==> config.mk <==
export PLATFORM = sky130hd
export DESIGN_NAME = main_memory_arbiter_flat
export DESIGN_NICKNAME = d
export VERILOG_FILES = /design/src/rtl/main_memory_arbiter_if.sv /design/src/rtl/main_memory_arbiter.sv /design/src/flat_wrapper.sv
export SDC_FILE = /design/constraint.sdc
export NUM_CORES = 1
export LEC_CHECK = 0
export CAP_MARGIN = 15
export CORE_AREA = 2 2 126 128
export CTS_CLUSTER_SIZE = 40
export DETAILED_ROUTE_END_ITERATION = 8
export DIE_AREA = 0 0 128 130
export DONT_BUFFER_PORTS = 1
export GPL_ROUTABILITY_DRIVEN = 0
export GPL_TIMING_DRIVEN = 0
export PLACE_DENSITY_LB_ADDON = 0.25
export RECOVER_POWER = 50
export SYNTH_ARGS = -nofsm -noshare
export SYNTH_HDL_FRONTEND = slang
export SYNTH_SLANG_ARGS = --single-unit
==> constraint.sdc <==
create_clock -name clk -period 2.7 [get_ports clk]
set_clock_uncertainty 0.15 [all_clocks]
set_input_delay 0.81 -clock clk [delete_from_list [all_inputs] [get_ports clk]]
set_output_delay 0.81 -clock clk [all_outputs]
set_load 0.02 [all_outputs]
==> src/rtl/main_memory_arbiter_if.sv <==
// Main-memory port A bundle shared by the two requesters, the arbiter and the memory.
// The slave modport is the arbiter's view. The master modport is the requester/memory side.
interface main_memory_arbiter_if;
  logic        req0_req;
  logic        req0_we;
  logic [31:0] req0_addr;
  logic [31:0] req0_wdata;
  logic        req0_gnt;
  logic        req0_rvalid;
  logic [31:0] req0_rdata;
  logic        req0_err;

  logic        req1_req;
  logic        req1_we;
  logic [31:0] req1_addr;
  logic [31:0] req1_wdata;
  logic        req1_gnt;
  logic        req1_rvalid;
  logic [31:0] req1_rdata;
  logic        req1_err;

  logic        mem_wen;
  logic        mem_ren;
  logic [31:0] mem_addr;
  logic [31:0] mem_wdata;
  logic [31:0] mem_rdata;

  modport slave (
    input  req0_req, req0_we, req0_addr, req0_wdata,
    output req0_gnt, req0_rvalid, req0_rdata, req0_err,
    input  req1_req, req1_we, req1_addr, req1_wdata,
    output req1_gnt, req1_rvalid, req1_rdata, req1_err,
    output mem_wen, mem_ren, mem_addr, mem_wdata,
    input  mem_rdata
  );

  modport master (
    output req0_req, req0_we, req0_addr, req0_wdata,
    input  req0_gnt, req0_rvalid, req0_rdata, req0_err,
    output req1_req, req1_we, req1_addr, req1_wdata,
    input  req1_gnt, req1_rvalid, req1_rdata, req1_err,
    input  mem_wen, mem_ren, mem_addr, mem_wdata,
    output mem_rdata
  );
endinterface

==> src/rtl/main_memory_arbiter.sv <==
// Two-requester arbiter for main-memory port A.
// It issues one registered single-cycle command per grant and sends back a one-cycle response for reads and out-of-range accesses.
module main_memory_arbiter #(
  parameter logic [31:0] MEMORY_SIZE = 32'h0000_0083,
  parameter bit          FIXED_PRIO  = 1'b0
) (
  input logic clk,
  input logic rst_n,
  main_memory_arbiter_if.slave bus
);

  typedef enum logic [1:0] {IDLE = 2'd0, ISSUE = 2'd1, RESP = 2'd2} state_e;

  state_e      state_q;
  logic        last_gnt_q, win_q, we_q, oor_q;
  logic        req0_gnt_q, req1_gnt_q, req0_rvalid_q, req1_rvalid_q, req0_err_q, req1_err_q;
  logic [31:0] req0_rdata_q, req1_rdata_q;
  logic        mem_wen_q, mem_ren_q;
  logic [31:0] mem_addr_q, mem_wdata_q;

  logic        any_d, win_d, sel_we_d, in_range_d;
  logic [31:0] sel_addr_d, sel_wdata_d;

  // Pick the winner: contention goes to the requester not granted last, unless priority is fixed
  always_comb begin
    any_d = bus.req0_req | bus.req1_req;
    win_d = 1'b0;
    if (bus.req0_req && bus.req1_req) begin
      if (FIXED_PRIO != 1'b0) begin
        win_d = 1'b0;
      end else begin
        win_d = ~last_gnt_q;
      end
    end else if (bus.req1_req) begin
      win_d = 1'b1;
    end else begin
      win_d = 1'b0;
    end
    sel_we_d    = win_d ? bus.req1_we    : bus.req0_we;
    sel_addr_d  = win_d ? bus.req1_addr  : bus.req0_addr;
    sel_wdata_d = win_d ? bus.req1_wdata : bus.req0_wdata;
    in_range_d  = (sel_addr_d < MEMORY_SIZE);
  end

  // Arbitration FSM with registered handshake, response and memory-command outputs
  always_ff @(posedge clk or negedge rst_n) begin
    if (!rst_n) begin
      state_q       <= IDLE;
      last_gnt_q    <= 1'b1;
      win_q         <= 1'b0;
      we_q          <= 1'b0;
      oor_q         <= 1'b0;
      req0_gnt_q    <= 1'b0;
      req1_gnt_q    <= 1'b0;
      req0_rvalid_q <= 1'b0;
      req1_rvalid_q <= 1'b0;
      req0_err_q    <= 1'b0;
      req1_err_q    <= 1'b0;
      req0_rdata_q  <= 32'h0000_0000;
      req1_rdata_q  <= 32'h0000_0000;
      mem_wen_q     <= 1'b0;
      mem_ren_q     <= 1'b0;
      mem_addr_q    <= 32'h0000_0000;
      mem_wdata_q   <= 32'h0000_0000;
    end else begin
      case (state_q)
        IDLE, RESP: begin
          req0_rvalid_q <= 1'b0;
          req1_rvalid_q <= 1'b0;
          req0_err_q    <= 1'b0;
          req1_err_q    <= 1'b0;
          if (any_d) begin
            state_q     <= ISSUE;
            win_q       <= win_d;
            we_q        <= sel_we_d;
            oor_q       <= ~in_range_d;
            last_gnt_q  <= win_d;
            req0_gnt_q  <= ~win_d;
            req1_gnt_q  <= win_d;
            mem_addr_q  <= sel_addr_d;
            mem_wdata_q <= sel_wdata_d;
            mem_ren_q   <= in_range_d & ~sel_we_d;
            mem_wen_q   <= in_range_d & sel_we_d;
          end else begin
            state_q <= IDLE;
          end
        end
        ISSUE: begin
          req0_gnt_q <= 1'b0;
          req1_gnt_q <= 1'b0;
          mem_ren_q  <= 1'b0;
          mem_wen_q  <= 1'b0;
          // In-range writes complete silently; everything else gets a response
          if (!we_q || oor_q) begin
            state_q <= RESP;
            if (win_q) begin
              req1_rvalid_q <= 1'b1;
              req1_err_q    <= oor_q;
              req1_rdata_q  <= oor_q ? 32'h0000_0000 : bus.mem_rdata;
            end else begin
              req0_rvalid_q <= 1'b1;
              req0_err_q    <= oor_q;
              req0_rdata_q  <= oor_q ? 32'h0000_0000 : bus.mem_rdata;
            end
          end else begin
            state_q <= IDLE;
          end
        end
        default: begin
          state_q       <= IDLE;
          req0_gnt_q    <= 1'b0;
          req1_gnt_q    <= 1'b0;
          req0_rvalid_q <= 1'b0;
          req1_rvalid_q <= 1'b0;
          req0_err_q    <= 1'b0;
          req1_err_q    <= 1'b0;
          mem_ren_q     <= 1'b0;
          mem_wen_q     <= 1'b0;
        end
      endcase
    end
  end

  assign bus.req0_gnt    = req0_gnt_q;
  assign bus.req1_gnt    = req1_gnt_q;
  assign bus.req0_rvalid = req0_rvalid_q;
  assign bus.req1_rvalid = req1_rvalid_q;
  assign bus.req0_err    = req0_err_q;
  assign bus.req1_err    = req1_err_q;
  assign bus.req0_rdata  = req0_rdata_q;
  assign bus.req1_rdata  = req1_rdata_q;
  assign bus.mem_wen     = mem_wen_q;
  assign bus.mem_ren     = mem_ren_q;
  assign bus.mem_addr    = mem_addr_q;
  assign bus.mem_wdata   = mem_wdata_q;

endmodule

==> src/flat_wrapper.sv <==
// flat-port wrapper written by rule: the top's interface ports become plain ports
module main_memory_arbiter_flat 
#(
  parameter logic [31:0] MEMORY_SIZE = 32'h0000_0083,
  parameter bit          FIXED_PRIO  = 1'b0
)
  (clk, rst_n, bus_req0_req, bus_req0_we, bus_req0_addr, bus_req0_wdata, bus_req0_gnt, bus_req0_rvalid, bus_req0_rdata, bus_req0_err, bus_req1_req, bus_req1_we, bus_req1_addr, bus_req1_wdata, bus_req1_gnt, bus_req1_rvalid, bus_req1_rdata, bus_req1_err, bus_mem_wen, bus_mem_ren, bus_mem_addr, bus_mem_wdata, bus_mem_rdata);
  main_memory_arbiter_if bus_i ();
  input logic clk;
  input logic rst_n;
  input wire logic [$bits(bus_i.req0_req)-1:0] bus_req0_req;
  input wire logic [$bits(bus_i.req0_we)-1:0] bus_req0_we;
  input wire logic [$bits(bus_i.req0_addr)-1:0] bus_req0_addr;
  input wire logic [$bits(bus_i.req0_wdata)-1:0] bus_req0_wdata;
  output wire logic [$bits(bus_i.req0_gnt)-1:0] bus_req0_gnt;
  output wire logic [$bits(bus_i.req0_rvalid)-1:0] bus_req0_rvalid;
  output wire logic [$bits(bus_i.req0_rdata)-1:0] bus_req0_rdata;
  output wire logic [$bits(bus_i.req0_err)-1:0] bus_req0_err;
  input wire logic [$bits(bus_i.req1_req)-1:0] bus_req1_req;
  input wire logic [$bits(bus_i.req1_we)-1:0] bus_req1_we;
  input wire logic [$bits(bus_i.req1_addr)-1:0] bus_req1_addr;
  input wire logic [$bits(bus_i.req1_wdata)-1:0] bus_req1_wdata;
  output wire logic [$bits(bus_i.req1_gnt)-1:0] bus_req1_gnt;
  output wire logic [$bits(bus_i.req1_rvalid)-1:0] bus_req1_rvalid;
  output wire logic [$bits(bus_i.req1_rdata)-1:0] bus_req1_rdata;
  output wire logic [$bits(bus_i.req1_err)-1:0] bus_req1_err;
  output wire logic [$bits(bus_i.mem_wen)-1:0] bus_mem_wen;
  output wire logic [$bits(bus_i.mem_ren)-1:0] bus_mem_ren;
  output wire logic [$bits(bus_i.mem_addr)-1:0] bus_mem_addr;
  output wire logic [$bits(bus_i.mem_wdata)-1:0] bus_mem_wdata;
  input wire logic [$bits(bus_i.mem_rdata)-1:0] bus_mem_rdata;
  assign bus_i.req0_req = bus_req0_req;
  assign bus_i.req0_we = bus_req0_we;
  assign bus_i.req0_addr = bus_req0_addr;
  assign bus_i.req0_wdata = bus_req0_wdata;
  assign bus_req0_gnt = bus_i.req0_gnt;
  assign bus_req0_rvalid = bus_i.req0_rvalid;
  assign bus_req0_rdata = bus_i.req0_rdata;
  assign bus_req0_err = bus_i.req0_err;
  assign bus_i.req1_req = bus_req1_req;
  assign bus_i.req1_we = bus_req1_we;
  assign bus_i.req1_addr = bus_req1_addr;
  assign bus_i.req1_wdata = bus_req1_wdata;
  assign bus_req1_gnt = bus_i.req1_gnt;
  assign bus_req1_rvalid = bus_i.req1_rvalid;
  assign bus_req1_rdata = bus_i.req1_rdata;
  assign bus_req1_err = bus_i.req1_err;
  assign bus_mem_wen = bus_i.mem_wen;
  assign bus_mem_ren = bus_i.mem_ren;
  assign bus_mem_addr = bus_i.mem_addr;
  assign bus_mem_wdata = bus_i.mem_wdata;
  assign bus_i.mem_rdata = bus_mem_rdata;
  main_memory_arbiter #(.MEMORY_SIZE(MEMORY_SIZE), .FIXED_PRIO(FIXED_PRIO)) u_core (.clk(clk), .rst_n(rst_n), .bus(bus_i));
endmodule
==> impl_metrics.py, run 1 <==
metrics = {
    "worst_setup_path": {
        "worst_setup_path_end_kind": "register",
        "crit_path_start": "u_core.state_q[0]",
        "worstPathRequired_ns": 2.86,
        "crit_fanout": 10,
        "critical_path.endpoint": "u_core.bus.mem_addr[9]",
        "r2r_slack_ns": 0.60,
        "critPathLaunchType": "register",
        "reg2reg_to": "u_core.bus.mem_addr[9]",
        "critPathKind": "register to register",
        "crit_arrival_ns": 2.25,
        "reg2reg_depth": 7,
        "r2r_start": "u_core.state_q[0]",
    },
    "pwr": {
        "power_uw": 5850,
        "power_density_nw_per_um2": 860,
        "p_leak_uw": 0.00292,
        "vdd_ir_drop_max_mv": 0.381,
    },
    "finish": {
        "utilization_pct": 44.1,
        "area_growth_pct": 13.3,
        "antennaDiodeCount": 0,
        "multi_input_area_um2": 2190,
        "nets": 856,
        "drive_gt1_share_pct": 9.10,
        "ff_latch_area_um2": 3550,
        "nFillCells": 1550,
    },
    "routing": {
        "remaining_drc_errors": 0,
        "avgViaCountPerCell": 5.61,
        "vias": 5018,
        "dr.pass1.iters": 5,
        "drtIter0Drc": 312,
        "wl_um": 18000,
        "postRouteAntennaNets": 0,
        "wl_per_cell_um": 20.1,
    },
    "sta": {
        "setup_ws_ns": 0.605,
        "fin_crit_ns": 2.10,
        "period_share_pct": 77.6,
        "max_freq_ghz": 0.477,
        "setup_viol": 0,
        "fin_tns_setup_ns": 0,
        "tightest_slew_ns": 0.604,
        "rsz0062_at_grt": "false",
        "hold_violations": 141,
        "finalMaxSlewViolations": 0,
        "max_slew_margin_pct": 59.3,
        "hold_ws_ns": -0.0566,
    },
    "global_routing": {
        "grt_use_met1_pct": 24.6,
        "overflow": 0,
        "antenna_found_initial": 0,
        "grt_use_met2_pct": 35.5,
        "busiest_layer": "met2",
        "first_global_vias": 5027,
        "met3_usage_pct": 9.43,
        "grt_usage_pct": 21.2,
        "grt_max_degree": 143,
        "grt_pass1_wl_um": 27100,
    },
    "clock_tree": {
        "path_clk_slew_ns": 0.06,
        "cts_made_buffers": 17,
        "cts_sinks": 142,
        "cts_htree_levels": 4,
        "cts_post_setup_buffers_inserted": 0,
        "clk_path_buf_depth": 2,
        "cts.repair.resized": 0,
        "cts_tree": "yes",
        "insertion_delay_ns": 0.40,
        "root_buffer": "clkbuf_16",
    },
    "yosys": {
        "synth_ff_type": "dfrtp_1",
        "yosys.area.top_type": "dfrtp_1",
        "synth_area_um2": 6000,
        "seq_area_frac_synth_pct": 59.2,
        "synth_common_cells": "nand2_1 (238), dfrtp_1 (141), nor2_1 (65), a31oi_1 (64), o21ai_0 (54)",
        "yosysMostFrequentCell": "nand2_1",
        "synth_edf_count": 0,
        "synth_top_cell_area_share_pct": 58.8,
        "yosys_warnings": 0,
        "synth_nets": 837,
        "async_reset_ff_share_pct": 100,
        "synth_area_leaders": "dfrtp_1 (59%), nand2_1 (15%), a31oi_1 (6.7%), o21ai_0 (4.5%), nor2_1 (4.1%)",
        "syn_inst": 671,
        "ys_types": 31,
        "synth-seq-cells": 142,
        "postSynthAreaPerCell_um2": 8.94,
    },
    "placement": {
        "hpwl_um": 13700,
        "pre_cts_slack_ns": 0.345,
        "portBuffers": 0,
    },
    "floorplanning": {
        "die_x_um": 128,
        "start_util_pct": 38.9,
        "pin_count": 302,
        "core_um2": 15400,
        "fp-row-count": 46,
        "die_y_um": 130,
        "die_area_um2": 16600,
    },
    "run_status": {
        "violations": "negative hold slack",
        "outcome": "finished with violations",
    },
    "flow_run": {
        "max_cap_violations": 0,
    },
    "min_path": {
        "min_path_type": "input pin to async pin",
    },
}
==> final cells by class <==
type                            count  area share [%]
Buffer                             45            3.17
Multi-Input combinational cell    479            32.3
Clock buffer                       17            6.26
Clock inverter                     15            2.17
Inverter                            5           0.276
Sequential cell                   142            52.3
Tap cell                          192            3.53
==> state kept, by name, summed over array words and instances, names as in the netlist <==
name,cells
u_core.we_q,1
u_core.bus.req1_err,1
u_core.bus.req0_rvalid,1
u_core.bus.req1_rvalid,1
u_core.bus.mem_ren,1
u_core.bus.mem_wen,1
u_core.bus.req0_rdata,32
u_core.oor_q,1
u_core.bus.mem_addr,32
u_core.bus.req0_err,1
u_core.bus.mem_wdata,32
u_core.state_q,2
u_core.bus.req1_rdata,32
u_core.bus.req1_gnt,1
u_core.last_gnt_q,1
u_core.bus.req0_gnt,1
u_core.win_q,1
==> cells by family after synthesis <==
family                 after synthesis  share of synthesized area (%)
AO/OA/AOI/OAI                      151                           15.1
buffers and inverters               50                           4.09
flip-flops                         142                           59.2
multiplexers                         1                          0.167
AND/OR/NAND/NOR                    327                           21.5
==> metal layers <==
metal	wire length, µm	vias up
met1	6760	2431
met4	290	0
met3	2050	20
met2	8900	275
li1	-	2292
met5	0	-
==> worst max-delay path, cell delays in order, from the launching register on <==
cell and delay, ns:
dfrtp_1 0.48, inv_1 0.20, o21ai_0 0.27, inv_2 0.16
buf_2 0.24, buf_4 0.22, nor2_1 0.06, a31oi_1 0.22
==> how the worst min path moves through the flow <==
| stage | startpoint | to | slack (ns) | cells past startpoint |
|---|---|---|---|---|
| floorplan | u_core.we_q | u_core.state_q[1] | 0.33 | 1 |
| global placement | rst_n | u_core.bus.req0_rdata[10] | 0.37 | 0 |
| detailed placement | rst_n | u_core.bus.req0_rdata[10] | 0.37 | 0 |
| CTS | rst_n | u_core.bus.req0_rdata[5] | -0.08 | 0 |
| global route | rst_n | u_core.bus.req1_rdata[5] | -0.09 | 0 |
| finish | rst_n | u_core.bus.req1_rdata[4] | -0.06 | 0 |
==> power breakdown <==
group          switching, µW  internal, µW  total, µW  leakage, µW
logic                    437           233        670     0.000865
registers                527          2380       2910      0.00179
clock network            977          1290       2270     0.000267
==> layout by cell type, fill, tap and decap left out, drive strengths merged <==
cell,count
nand2,239
dfrtp,141
o21ai,70
nor2,65
a31oi,64
clkbuf,38
buf,24
nor4,12
inv,12
a21oi,9
clkinvlp,5
nand2b,3
nor3,3
nand4,2
nand3,2
o22ai,2
a21boi,2
a2111oi,2
clkinv,2
nor2b,1
mux2i,1
o21bai,1
o221ai,1
bufinv,1
dfstp,1
==> metrics by stage <==
step | hold slack, ns | cell area [µm²] | std cells
after global routing | -0.0879 | 6800 | 895
final | -0.0566 | 6800 | 895
after CTS | -0.0820 | 6810 | 895
after detailed placement | 0.367 | 6240 | 863
after global placement | 0.367 | 6240 | 863
after floorplan | 0.334 | 6000 | 671
(Power assumes the default switching activity.)
==> run 2, diff against run 1 <==
==> constraint.sdc (replaced) <==
create_clock -name clk -period 2.1 [get_ports clk]
set_clock_uncertainty 0.15 [all_clocks]
set_input_delay 0.63 -clock clk [delete_from_list [all_inputs] [get_ports clk]]
set_output_delay 0.63 -clock clk [all_outputs]
set_load 0.02 [all_outputs]
==> impl_metrics.py, run 2 (same netlist as run 1, synthesis figures left out) <==
metrics = {
    "worst_setup_path": {
        "reg2reg_to": "u_core.bus.mem_wdata[30]",
        "r2r_start": "u_core.last_gnt_q",
        "reg2reg_depth": 6,
        "r2r_slack_ns": 0.17,
        "crit_arrival_ns": 2.11,
        "worst_setup_path_end_kind": "register",
        "crit_path_start": "u_core.last_gnt_q",
        "critPathKind": "register to register",
        "crit_fanout": 10,
        "worstPathRequired_ns": 2.28,
        "critPathLaunchType": "register",
    },
    "sta": {
        "setup_viol": 0,
        "hold_violations": 142,
        "fin_crit_ns": 1.93,
        "rsz0062_at_grt": "false",
        "tightest_slew_ns": 0.555,
        "max_freq_ghz": 0.518,
        "hold_ws_ns": -0.236,
        "period_share_pct": 91.9,
        "finalMaxSlewViolations": 0,
        "setup_ws_ns": 0.170,
        "max_slew_margin_pct": 63.0,
    },
    "global_routing": {
        "grt_pass1_wl_um": 27100,
        "overflow": 0,
        "antenna_found_initial": 0,
        "first_global_vias": 5027,
        "grt_max_degree": 143,
        "grt_usage_pct": 21.2,
    },
    "placement": {
        "dpl_cell_area_um2": 6240,
        "pre_cts_slack_ns": -0.0747,
        "hpwl_um": 13700,
        "portBuffers": 0,
    },
    "finish": {
        "nFillCells": 1548,
        "final_cell_mix": "nand2_1 (238), dfrtp_1 (141), nor2_1 (65)",
        "drive_gt1_share_pct": 10.5,
        "antennaDiodeCount": 0,
        "fin_area_um2": 6810,
        "layout_commonest_cell": "nand2_1",
        "nets": 856,
        "area_growth_pct": 13.5,
    },
    "floorplanning": {
        "die_y_um": 130,
        "start_util_pct": 38.9,
        "core_um2": 15400,
        "pin_count": 302,
        "fp-row-count": 46,
        "die_area_um2": 16600,
        "die_x_um": 128,
    },
    "min_path": {
        "min_path_type": "input pin to async pin",
    },
    "clock_tree": {
        "insertion_delay_ns": 0.40,
        "cts_made_buffers": 17,
        "cts_htree_levels": 4,
        "path_clk_slew_ns": 0.06,
        "cts_tree": "yes",
        "clk_path_buf_depth": 2,
        "root_buffer": "clkbuf_16",
        "cts_sinks": 142,
    },
    "pwr": {
        "vdd_ir_drop_max_mv": 0.492,
        "p_leak_uw": 0.00293,
        "power_density_nw_per_um2": 1110,
        "power_uw": 7530,
    },
    "run_status": {
        "outcome": "finished with violations",
        "violations": "negative hold slack",
    },
    "routing": {
        "vias": 4998,
        "postRouteAntennaNets": 0,
        "drtIter0Drc": 309,
        "remaining_drc_errors": 0,
        "dr.pass1.iters": 5,
        "highest_layer": "met4",
        "routed-wl-met2_um": 8960,
        "wl_per_cell_um": 20.1,
        "avgViaCountPerCell": 5.58,
        "wl_met1_um": 6830,
        "route.met3.wl_um": 1990,
        "wl_um": 18000,
    },
    "flow_run": {
        "max_cap_violations": 0,
    },
}
[run 2: metrics by stage]
step                      hold slack, ns  utilization, %  instances  setup TNS, ns
final                             -0.236            44.1        895              0
after global routing              -0.268            44.1        895              0
after CTS                         -0.262            44.2        895              0
after detailed placement           0.187            40.5        863          -1.81
after global placement             0.187            40.5        863         -0.250
after floorplan                    0.184               -        671              0
[run 2: per-layer routing]
| layer | vias to the layer above | track usage, % |
|---|---|---|
| met2 | 259 | 35.5 |
| li1 | 2293 | - |
| met3 | 14 | 9.43 |
| met4 | 0 | 6.98 |
| met1 | 2432 | 24.6 |
| met5 | - | 0 |
[run 2: critical path, cell delays in order (launching register included)]
cell	delay, ns
dfstp_1	0.63
nand2_1	0.12
nand2_2	0.17
buf_4	0.21
buf_2	0.30
nand2_1	0.11
a31oi_1	0.17
[run 2: what timing repair did]
action | 4_1_cts | 5_1_grt
endpoints found under the hold margin | 142 | 142
resized for setup | 0 | 2
endpoints found under the setup margin | 0 | 65
setup buffers | 0 | 0
[run 2: layout make-up]
class / instances / area (µm²) / area share, %
tap: 192 / 240 / 3.53
sequential: 142 / 3550 / 52.2
inverter: 5 / 18.8 / 0.276
clock inverter: 15 / 148 / 2.17
clock buffer: 17 / 425 / 6.25
multi-input combinational: 479 / 2200 / 32.3
buffer: 45 / 225 / 3.31
[run 2: power by group]
part	total (µW)	internal, µW	switching [µW]
registers	3740	3060	679
clock network	2920	1660	1260
logic	868	307	562
total	7530	5030	2500
[run 2: worst max path at each step]
stage	endpoint	slack, ns	cells past startpoint
after floorplan	u_core.oor_q	0.18	5
after global placement	u_core.bus.mem_addr[1]	-0.03	6
after detailed placement	u_core.bus.mem_wdata[29]	-0.07	6
after CTS	u_core.bus.mem_wdata[29]	0.001	7
after global routing	u_core.bus.mem_addr[9]	0.04	7
final	u_core.bus.mem_wdata[30]	0.17	6
==> run 3, diff against run 2 <==
--- a/config.mk
+++ b/config.mk
@@ -5,11 +5,12 @@
 export SDC_FILE = /design/constraint.sdc
 export NUM_CORES = 1
 export LEC_CHECK = 0
+export ABC_CLOCK_PERIOD_IN_PS = 2100
 export CAP_MARGIN = 15
-export CORE_AREA = 2 2 126 128
+export CORE_AREA = 10 10 134 136
 export CTS_CLUSTER_SIZE = 40
 export DETAILED_ROUTE_END_ITERATION = 8
-export DIE_AREA = 0 0 128 130
+export DIE_AREA = 0 0 144 146
 export DONT_BUFFER_PORTS = 1
 export GPL_ROUTABILITY_DRIVEN = 0
 export GPL_TIMING_DRIVEN = 0
==> impl_metrics.py, run 3 (same netlist as run 1, synthesis figures left out) <==
metrics = {
    "run_status": {
        "outcome": "finished with violations",
        "violations": "negative hold slack",
    },
    "clock_tree": {
        "root_buffer": "clkbuf_16",
        "insertion_delay_ns": 0.41,
        "cts_htree_levels": 4,
        "cts_sinks": 142,
        "cts_made_buffers": 17,
        "path_clk_slew_ns": 0.06,
        "cts_tree": "yes",
        "clk_path_buf_depth": 2,
    },
    "sta": {
        "setup_viol": 0,
        "rsz0062_at_grt": "false",
        "max_slew_margin_pct": 57.9,
        "fin_crit_ns": 1.90,
        "tightest_slew_ns": 0.631,
        "max_freq_ghz": 0.527,
        "period_share_pct": 90.4,
        "fin_tns_setup_ns": 0,
        "hold_ws_ns": -0.236,
        "finalMaxSlewViolations": 0,
        "hold_violations": 142,
    },
    "routing": {
        "dr.pass1.iters": 5,
        "avgViaCountPerCell": 5.62,
        "wl_um": 20500,
        "drtIter0Drc": 244,
        "postRouteAntennaNets": 0,
        "routed-wl-met2_um": 10300,
        "wl_met1_um": 6950,
        "vias": 5028,
        "wl_per_cell_um": 22.9,
        "route.met3.wl_um": 2940,
        "highest_layer": "met4",
        "remaining_drc_errors": 0,
    },
    "global_routing": {
        "grt_pass1_wl_um": 31100,
        "antenna_found_initial": 0,
        "first_global_vias": 5160,
        "grt_max_degree": 143,
        "grt_usage_pct": 19.1,
        "overflow": 0,
    },
    "floorplanning": {
        "die_x_um": 144,
        "fp-row-count": 46,
        "start_util_pct": 38.8,
        "core_um2": 15500,
        "die_y_um": 146,
        "pin_count": 302,
        "die_area_um2": 21000,
    },
    "finish": {
        "area_growth_pct": 14.9,
        "layout_commonest_cell": "nand2_1",
        "fin_area_um2": 6890,
        "antennaDiodeCount": 0,
        "final_cell_mix": "nand2_1 (238), dfrtp_1 (141), nor2_1 (65)",
        "nets": 856,
        "nFillCells": 1506,
        "drive_gt1_share_pct": 10.7,
    },
    "worst_setup_path": {
        "critPathLaunchType": "register",
        "worstPathRequired_ns": 2.28,
        "crit_fanout": 10,
        "critPathKind": "register to register",
        "worst_setup_path_end_kind": "register",
        "crit_arrival_ns": 2.08,
    },
    "placement": {
        "dpl_cell_area_um2": 6240,
        "portBuffers": 0,
        "hpwl_um": 16200,
    },
    "pwr": {
        "p_leak_uw": 0.00297,
        "power_density_nw_per_um2": 1150,
        "vdd_ir_drop_max_mv": 0.532,
    },
    "flow_run": {
        "max_cap_violations": 0,
    },
    "min_path": {
        "min_path_type": "input pin to async pin",
    },
}
[run 3: cell count changes in the layout (fill, tap and decap cells not counted)]
cell	previous run	this run
clkinv_2	1	0
clkbuf_8	0	2
inv_2	3	2
a21oi_2	0	1
inv_1	2	3
buf_2	26	27
clkbuf_1	12	11
clkinvlp_4	5	2
a21oi_1	9	8
inv_8	2	1
bufinv_16	1	4
[run 3: critical path, cell delays in order, from the launching register on]
cell and delay (ns):
dfstp_1 0.63, nand2_1 0.12, nand2_2 0.17, buf_4 0.22
buf_2 0.23, nand2_1 0.13, a31oi_1 0.17
[run 3: where the power goes]
group / internal (µW) / leakage (µW) / switching (µW)
Clock: 2080 / 0.000314 / 1210
Combinational: 308 / 0.000874 / 552
Sequential: 3060 / 0.00179 / 697
[run 3: final timing paths]
check | startpoint | to | slack, ns | cells past startpoint
min in group clk | bus_req1_wdata[7] | u_core.bus.mem_wdata[7] | 0.21 | 2
max reg2reg | u_core.last_gnt_q | u_core.bus.mem_wdata[21] | 0.20 | 6
max in group asynchronous | rst_n | u_core.last_gnt_q | 1.83 | 0
min | rst_n | u_core.bus.req1_rdata[11] | -0.24 | 0
min reg2reg | u_core.we_q | u_core.state_q[1] | 0.38 | 1
max | u_core.last_gnt_q | u_core.bus.mem_wdata[21] | 0.20 | 6
[run 3: area by class of cell]
class	count	area, µm²	area share (%)
Clock inverter	13	199	2.89
Inverter	5	18.8	0.272
Buffer	45	226	3.29
Multi-Input combinational cell	479	2200	31.9
Tap cell	192	240	3.49
Clock buffer	19	453	6.57
Sequential cell	142	3550	51.6
[run 3: timing repair]
action                                 CTS  global route
resized for setup                        0             1
setup buffers                            0             0
setup endpoints to repair                0            29
endpoints found under the hold margin  142           142
[run 3: per-layer routing]
metal	vias up	track usage [%]
met1	2442	19.8
li1	2291	-
met2	270	32.2
met3	25	10.7
met4	0	5.21
met5	-	0
[run 3: per-stage QoR]
stage                     setup WS, ns  cells  total power [µW]  hold WS (ns)  utilization [%]
after floorplan                  0.178    671              4330         0.184                -
after global placement          0.0199    863              4650         0.189             40.3
after detailed placement        0.0131    863              4690         0.189             40.3
after CTS                        0.108    895              8000        -0.253             44.5
after global routing            0.0391    895              8260        -0.261             44.5
final                            0.201    895              7910        -0.236             44.5
